<file path="config.mk">
export PLATFORM = sky130hd
export DESIGN_NAME = pc_fetch_unit
export DESIGN_NICKNAME = d
export VERILOG_FILES = /design/src/rtl/pc_fetch_unit.sv
export SDC_FILE = /design/constraint.sdc
export NUM_CORES = 1
export LEC_CHECK = 0
export BUFFER_PORTS_ARGS = -buffer_cell sky130_fd_sc_hd__buf_2
export CORE_MARGIN = 4
export CORE_UTILIZATION = 35
export CTS_CLUSTER_DIAMETER = 100
export CTS_CLUSTER_SIZE = 8
export DETAILED_ROUTE_END_ITERATION = 8
export PLACE_DENSITY = 0.64
export SLEW_MARGIN = 20
export SYNTH_ARGS = -nofsm -noshare
export SYNTH_HDL_FRONTEND = slang
export SYNTH_SLANG_ARGS = --single-unit
</file>
<file path="constraint.sdc">
create_clock -name clock -period 4.6 [get_ports clock]
set_clock_uncertainty 0.1 [all_clocks]
set_input_delay 0.46 -clock clock [delete_from_list [all_inputs] [get_ports clock]]
set_output_delay 0.46 -clock clock [all_outputs]
set_load 0.01 [all_outputs]
</file>
<file path="src/rtl/pc_fetch_unit.sv">
// Program-counter stage: holds the PC and selects the next PC from the
// sequential, branch, jump or exception-vector sources. It also flags
// misaligned redirect targets.
module pc_fetch_unit #(
  parameter int               WIDTH      = 32,
  parameter logic [WIDTH-1:0] RESET_PC   = '0,
  parameter logic [WIDTH-1:0] EXC_VECTOR = WIDTH'(32'h0000_0080)
) (
  input  logic             clock,
  input  logic             reset,
  input  logic             stall,
  input  logic             branch_taken,
  input  logic [WIDTH-1:0] branch_target,
  input  logic             jump,
  input  logic [WIDTH-1:0] jump_target,
  output logic [WIDTH-1:0] PC,
  output logic [WIDTH-1:0] PC4,
  output logic             misaligned
);

  logic             redirect;
  logic [WIDTH-1:0] target;
  logic             target_bad;

  // Jump wins over branch when both are asserted.
  always_comb begin
    redirect   = jump | branch_taken;
    target     = jump ? jump_target : branch_target;
    target_bad = |target[1:0];
  end

  assign PC4 = PC + WIDTH'(4);

  always_ff @(posedge clock) begin
    if (reset) begin
      PC         <= RESET_PC;
      misaligned <= 1'b0;
    end else if (redirect) begin
      PC         <= target_bad ? EXC_VECTOR : target;
      misaligned <= target_bad;
    end else if (stall) begin
      misaligned <= 1'b0;
    end else begin
      PC         <= PC4;
      misaligned <= 1'b0;
    end
  end

endmodule

</file>
==> flow_metrics.py, run 1 <==
metrics = {
    "drt": {
        "wl_per_cell_um": 18.2,
        "vias": 3276,
        "drt_iter0_drc": 197,
        "drcViolationCount": 0,
        "drt-vias-per-instance": 5.75,
        "ant_nets": 0,
        "wirelength_mm": 10.4,
        "drt_first_pass_iters": 5,
    },
    "global_route": {
        "grt_pass1_wl_mm": 16.5,
        "grt-ovfl-total": 0,
        "grt_max_degree": 34,
        "grt_pass1_vias": 3135,
        "antenna_found_initial": 0,
        "track_usage_pct": 20.9,
    },
    "logic_synthesis": {
        "ys_seq_area_share_pct": 23.4,
        "yosys_register_bits": 33,
        "yosys_warnings": 0,
        "synthArstFlopShare_pct": 0,
        "yosys-top-cells-area": "dfxtp_1, xnor2_1, a22oi_1",
        "synth_area_leader_cell": "dfxtp_1",
        "synth-edff-count": 0,
        "synth_top_cell_area_share_pct": 23.4,
        "synth_cell_type_count": 62,
        "synth_top_flop_cell": "dfxtp_1",
        "synthesis.area_um2": 2830,
        "syn-num-nets": 430,
        "syn_inst": 360,
        "synth_area_per_cell_um2": 7.85,
    },
    "setup_path": {
        "critPathCaptureType": "output pin",
        "worstPathRequired_ns": 4.04,
        "r2r_slack_ns": 2.27,
        "worstReg2RegEnd": "PC[20]$_SDFFE_PP0N_",
        "crit_type": "reg -> out",
        "critPathArrivalTime_ns": 2.40,
        "worstPathMaxFanout": 8,
        "cp-start-kind": "flop",
        "r2r_cells": 6,
        "regToRegStartpoint": "PC[2]$_SDFFE_PP0N_",
    },
    "clock_tree": {
        "clk_pin_slew_worst_paths_ns": 0.07,
        "cts_tree": "yes",
        "htree_levels": 2,
        "clock_sinks": 33,
        "cts_root_buf": "clkbuf_8",
        "clockBufferDepth": 2,
        "cts_buffers": 5,
        "postCtsSetupBuffers": 0,
        "clk_latency_ns": 0.30,
        "cts_hold_buffers": 0,
        "cts-resized-gates": 0,
    },
    "sta": {
        "worst_slew_margin_rel_pct": 43.0,
        "drv_slew": 0,
        "finalSetupViolations": 0,
        "hold_ws_ns": 0.348,
        "finalCritPeriodShare_pct": 64.3,
        "finalHoldViolations": 0,
        "worst_slack_ns": 1.64,
        "period_minus_slack_ns": 2.96,
        "tns_ns": 0,
        "rsz0062_at_grt": "no",
        "max_freq_ghz": 0.338,
        "tightest_slew_ns": 0.853,
    },
    "layout": {
        "area_growth_pct": 26.1,
        "drive_gt1_share_pct": 36.3,
        "regArea_um2": 661,
        "fin_cells": 570,
        "antennaDiodeCount": 0,
        "layout_commonest_cell": "buf_2",
        "final_area_um2": 3560,
        "num-fill-cells": 816,
        "finish.utilization_pct": 45.7,
        "multi_input_area_um2": 1970,
        "nets": 538,
        "layout_common_cells": "buf_2, dfxtp_1, nor2_1",
    },
    "placement": {
        "place_congestion": 0.900,
        "dpl.cell_count": 563,
        "pre_cts_ws_ns": 1.99,
        "port_buffers": 133,
        "dpl_cell_area_um2": 3470,
        "dpl.hpwl_mm": 7.75,
    },
    "floorplan": {
        "die_w_um": 97.9,
        "start_util_pct": 36.2,
        "pin_count": 134,
        "fp.dieH_um": 97.9,
        "die_area_um2": 9580,
        "rows": 32,
        "core_area_um2": 7810,
    },
    "pwr": {
        "vdd_drop_max_mv": 0.0904,
        "power_mw": 0.702,
        "leakage_nw": 1.59,
        "powerDensity_nw_per_um2": 197,
    },
    "min_path": {
        "min-delay-start": "jump_target[7]",
        "hold-path-cell-count": 3,
        "hold_path.class": "in -> reg",
        "min_to": "PC[7]$_SDFFE_PP0N_",
    },
    "status": {
        "status": "finished clean",
    },
    "flow_run": {
        "cap_violations": 0,
    },
}
==> worst max-delay path: stages (launching register included) <==
cell	delay (ns)
dfxtp_1	0.48
ha_1	0.37
and3_1	0.40
nand4_4	0.21
nor4_1	0.31
xor2_1	0.18
buf_2	0.15
==> per-layer routing <==
metal | up-vias | GRT usage, % | share of wire, % | wire length (um)
met5 | - | 0 | 0 | 0
met1 | 1536 | 27.2 | 43 | 4450
met4 | 0 | 6.82 | 1.9 | 200
met2 | 146 | 34.5 | 47 | 4900
li1 | 1578 | - | - | -
met3 | 16 | 4.50 | 7.7 | 801
==> report_power, final <==
part	total, mW	internal [mW]	switching [mW]
clock	0.239	0.119	0.120
combinational	0.153	0.0680	0.0852
sequential	0.309	0.294	0.0159
total	0.702	0.480	0.222
==> how the worst max path moves through the flow <==
| stage | depth (start not counted) | startpoint | endpoint |
|---|---|---|---|
| after floorplan | 6 | PC[14]$_SDFFE_PP0N_ | PC4[31] |
| after global placement | 6 | PC[2]$_SDFFE_PP0N_ | PC4[30] |
| after detailed placement | 6 | PC[2]$_SDFFE_PP0N_ | PC4[30] |
| after CTS | 6 | PC[2]$_SDFFE_PP0N_ | PC4[30] |
| after global routing | 6 | PC[2]$_SDFFE_PP0N_ | PC4[30] |
| final | 6 | PC[2]$_SDFFE_PP0N_ | PC4[30] |
==> cell type report <==
cell class                      count  area share, %
Timing Repair Buffer              137           19.5
Tap cell                          102           3.58
Clock inverter                      1          0.211
Inverter                            5          0.527
Clock buffer                        6           2.32
Sequential cell                    33           18.5
Multi-Input combinational cell    286           55.3
==> flip-flops by register name, indices dropped and copies added, names as in the netlist <==
name and count:
PC 32, misaligned 1
==> synthesized netlist by cell type (14+ instances only) <==
| cell type | count |
|---|---|
| dfxtp_1 | 33 |
| nor2_1 | 27 |
| a21oi_1 | 20 |
| a22oi_1 | 20 |
| nand2_1 | 20 |
| xnor2_1 | 19 |
| nor3_1 | 16 |
| nand3_1 | 15 |
| o21ai_0 | 15 |
| xor2_1 | 15 |
| buf_2 | 14 |
| clkbuf_1 | 14 |
==> kinds of logic after synthesis <==
group / share of synthesized area, %
AOI/OAI and AO/OA: 23.7
and+or+nand+nor: 33.4
DFF: 23.4
buffers and inverters: 6.99
adders and majority gates: 0.442
muxes: 1.59
xor gates and xnor gates: 10.5
(Power assumes the default switching activity.)
==> run 2: changes to the inputs <==
Settings changed: ABC_AREA from default to 1, PLACE_DENSITY 0.64 to 0.67.
Clock period 4.6 ns to 2.6 ns, I/O delays scaled along.
==> flow_metrics.py, run 2 <==
metrics = {
    "logic_synthesis": {
        "synth-edff-count": 0,
        "syn_inst": 459,
        "yosys-top-cells-area": "dfxtp_1, nand2_1, a21oi_1",
        "yosys_register_bits": 33,
        "synthArstFlopShare_pct": 0,
        "syn-num-nets": 529,
        "synth_common_cells": "nand2_1, a21oi_1, nand3_1, dfxtp_1, o21ai_0",
        "ys_seq_area_share_pct": 24.1,
        "synth_top_cell_area_share_pct": 24.1,
        "synth_area_per_cell_um2": 5.97,
        "synth_cell_type_count": 29,
        "synthesis.area_um2": 2740,
        "synth_area_leader_cell": "dfxtp_1",
        "yosys_warnings": 0,
        "synth_most_common_cell": "nand2_1",
        "synth_top_flop_cell": "dfxtp_1",
    },
    "layout": {
        "final_area_um2": 3580,
        "layout_common_cells": "nand2_1, buf_2, a21oi_1, nand3_1",
        "regMostFlops": "PC",
        "layout_commonest_cell": "nand2_1",
        "nets": 649,
        "drive_gt1_share_pct": 31.2,
        "antennaDiodeCount": 0,
        "area_growth_pct": 30.6,
        "finish.utilization_pct": 46.5,
        "top_regs": "PC (32), misaligned (1)",
        "num-fill-cells": 828,
        "multi_input_area_um2": 1880,
        "regArea_um2": 661,
        "fin_cells": 682,
        "largest_reg_flops": 32,
    },
    "pwr": {
        "leakage_nw": 1.77,
        "powerDensity_nw_per_um2": 396,
        "power_mw": 1.42,
        "vdd_drop_max_mv": 0.289,
    },
    "global_route": {
        "grt_pass1_wl_mm": 15.4,
        "track_usage_pct": 21.4,
        "grt_pass1_vias": 3204,
        "antenna_found_initial": 0,
        "grt-ovfl-total": 0,
        "grt_max_degree": 34,
    },
    "setup_path": {
        "crit_type": "reg -> out",
        "critPathCaptureType": "output pin",
        "r2r_cells": 8,
        "worstReg2RegEnd": "PC[18]$_SDFFE_PP0N_",
        "r2r_slack_ns": 0.83,
        "regToRegStartpoint": "PC[3]$_SDFFE_PP0N_",
        "worstPathRequired_ns": 2.24,
        "startpoint": "PC[3]$_SDFFE_PP0N_",
        "cp-start-kind": "flop",
        "endpoint": "PC4[22]",
        "worstPathMaxFanout": 5,
        "critPathArrivalTime_ns": 1.91,
    },
    "sta": {
        "max_freq_ghz": 0.440,
        "worst_slack_ns": 0.329,
        "finalHoldViolations": 0,
        "hold_ws_ns": 0.0310,
        "period_minus_slack_ns": 2.27,
        "drv_slew": 0,
        "tns_ns": 0,
        "finalCritPeriodShare_pct": 87.4,
        "tightest_slew_ns": 0.865,
        "finalSetupViolations": 0,
        "worst_slew_margin_rel_pct": 42.3,
        "rsz0062_at_grt": "no",
    },
    "status": {
        "status": "finished clean",
    },
    "floorplan": {
        "fp.dieH_um": 96.5,
        "rows": 32,
        "die_w_um": 96.5,
        "die_area_um2": 9310,
        "start_util_pct": 35.6,
        "pin_count": 134,
        "core_area_um2": 7690,
    },
    "drt": {
        "vias": 3423,
        "drt_iter0_drc": 223,
        "wl_per_cell_um": 14.3,
        "ant_nets": 0,
        "drcViolationCount": 0,
        "drt-vias-per-instance": 5.02,
        "drt_first_pass_iters": 5,
        "wirelength_mm": 9.74,
    },
    "placement": {
        "port_buffers": 133,
        "dpl.hpwl_mm": 7.57,
        "dpl_cell_area_um2": 3460,
        "dpl.cell_count": 674,
        "pre_cts_ws_ns": 0.593,
        "place_congestion": 0.897,
    },
    "clock_tree": {
        "htree_levels": 2,
        "postCtsSetupBuffers": 0,
        "clk_latency_ns": 0.30,
        "cts_root_buf": "clkbuf_8",
        "clk_pin_slew_worst_paths_ns": 0.08,
        "cts_buffers": 5,
        "cts_hold_buffers": 0,
        "cts_tree": "yes",
        "cts-resized-gates": 0,
        "clockBufferDepth": 2,
        "clock_sinks": 33,
    },
    "min_path": {
        "hold_path.class": "in -> reg",
    },
    "flow_run": {
        "cap_violations": 0,
    },
}
[run 2: cell types whose count changed after synthesis, moves of 11 or more]
cell | before | now
a21oi_1 | 20 | 51
a22oi_1 | 20 | 0
inv_1 | 4 | 19
nand2_1 | 20 | 169
nand3_1 | 15 | 41
nand4_1 | 12 | 1
nor3_1 | 16 | 1
o21ai_0 | 15 | 33
xnor2_1 | 19 | 4
xor2_1 | 15 | 4
[run 2: layout make-up]
type	count	area share (%)
Multi-Input combinational cell	377	52.6
Inverter	24	2.52
Timing Repair Buffer	138	19.7
Clock buffer	5	1.92
Clock inverter	3	1.29
Tap cell	102	3.57
Sequential cell	33	18.5
[run 2: logic make-up (layout without fill, tap and decap cells)]
| logic type | after synthesis | in the layout | synth area share (%) |
|---|---|---|---|
| DFF | 33 | 33 | 24.1 |
| muxes | 1 | 1 | 0.365 |
| xor gates and xnor gates | 13 | 13 | 5.52 |
| adders and majority gates | 1 | 1 | 0.457 |
| and+or+nand+nor | 273 | 273 | 45.0 |
| buffers and inverters | 49 | 170 | 7.53 |
| AOI/OAI and AO/OA | 89 | 89 | 17.0 |
[run 2: critical path, stage by stage (launching register included)]
cell and delay, ns:
dfxtp_1 0.40, ha_1 0.23, nand2_2 0.08, nor2_4 0.16, nand2_4 0.12, nor2_4 0.21, nand3_1 0.11, and2_1 0.17
buf_2 0.13
[run 2: layer usage]
| metal | GRT usage [%] | part of all wire [%] | vias up |
|---|---|---|---|
| met5 | 0 | 0 | - |
| met2 | 36.4 | 48 | 131 |
| li1 | - | - | 1721 |
| met4 | 7.59 | 2.7 | 0 |
| met1 | 26.9 | 42 | 1549 |
| met3 | 4.18 | 7.4 | 22 |
[run 2: where the power goes]
| part | internal [mW] | switching, mW |
|---|---|---|
| Combinational | 0.137 | 0.200 |
| Clock | 0.287 | 0.221 |
| Sequential | 0.532 | 0.0409 |
| Total | 0.956 | 0.462 |
[run 2: how the worst min path moves through the flow]
stage / slack (ns) / to / startpoint / cells after the start
6_report: 0.03 / misaligned$_SDFF_PP0_ / reset / 2
5_1_grt: 0.03 / misaligned$_SDFF_PP0_ / reset / 2
4_1_cts: 0.02 / misaligned$_SDFF_PP0_ / reset / 2
3_5_place_dp: 0.34 / misaligned$_SDFF_PP0_ / reset / 2
3_3_place_gp: 0.35 / misaligned$_SDFF_PP0_ / reset / 2
2_1_floorplan: 0.24 / misaligned$_SDFF_PP0_ / reset / 1
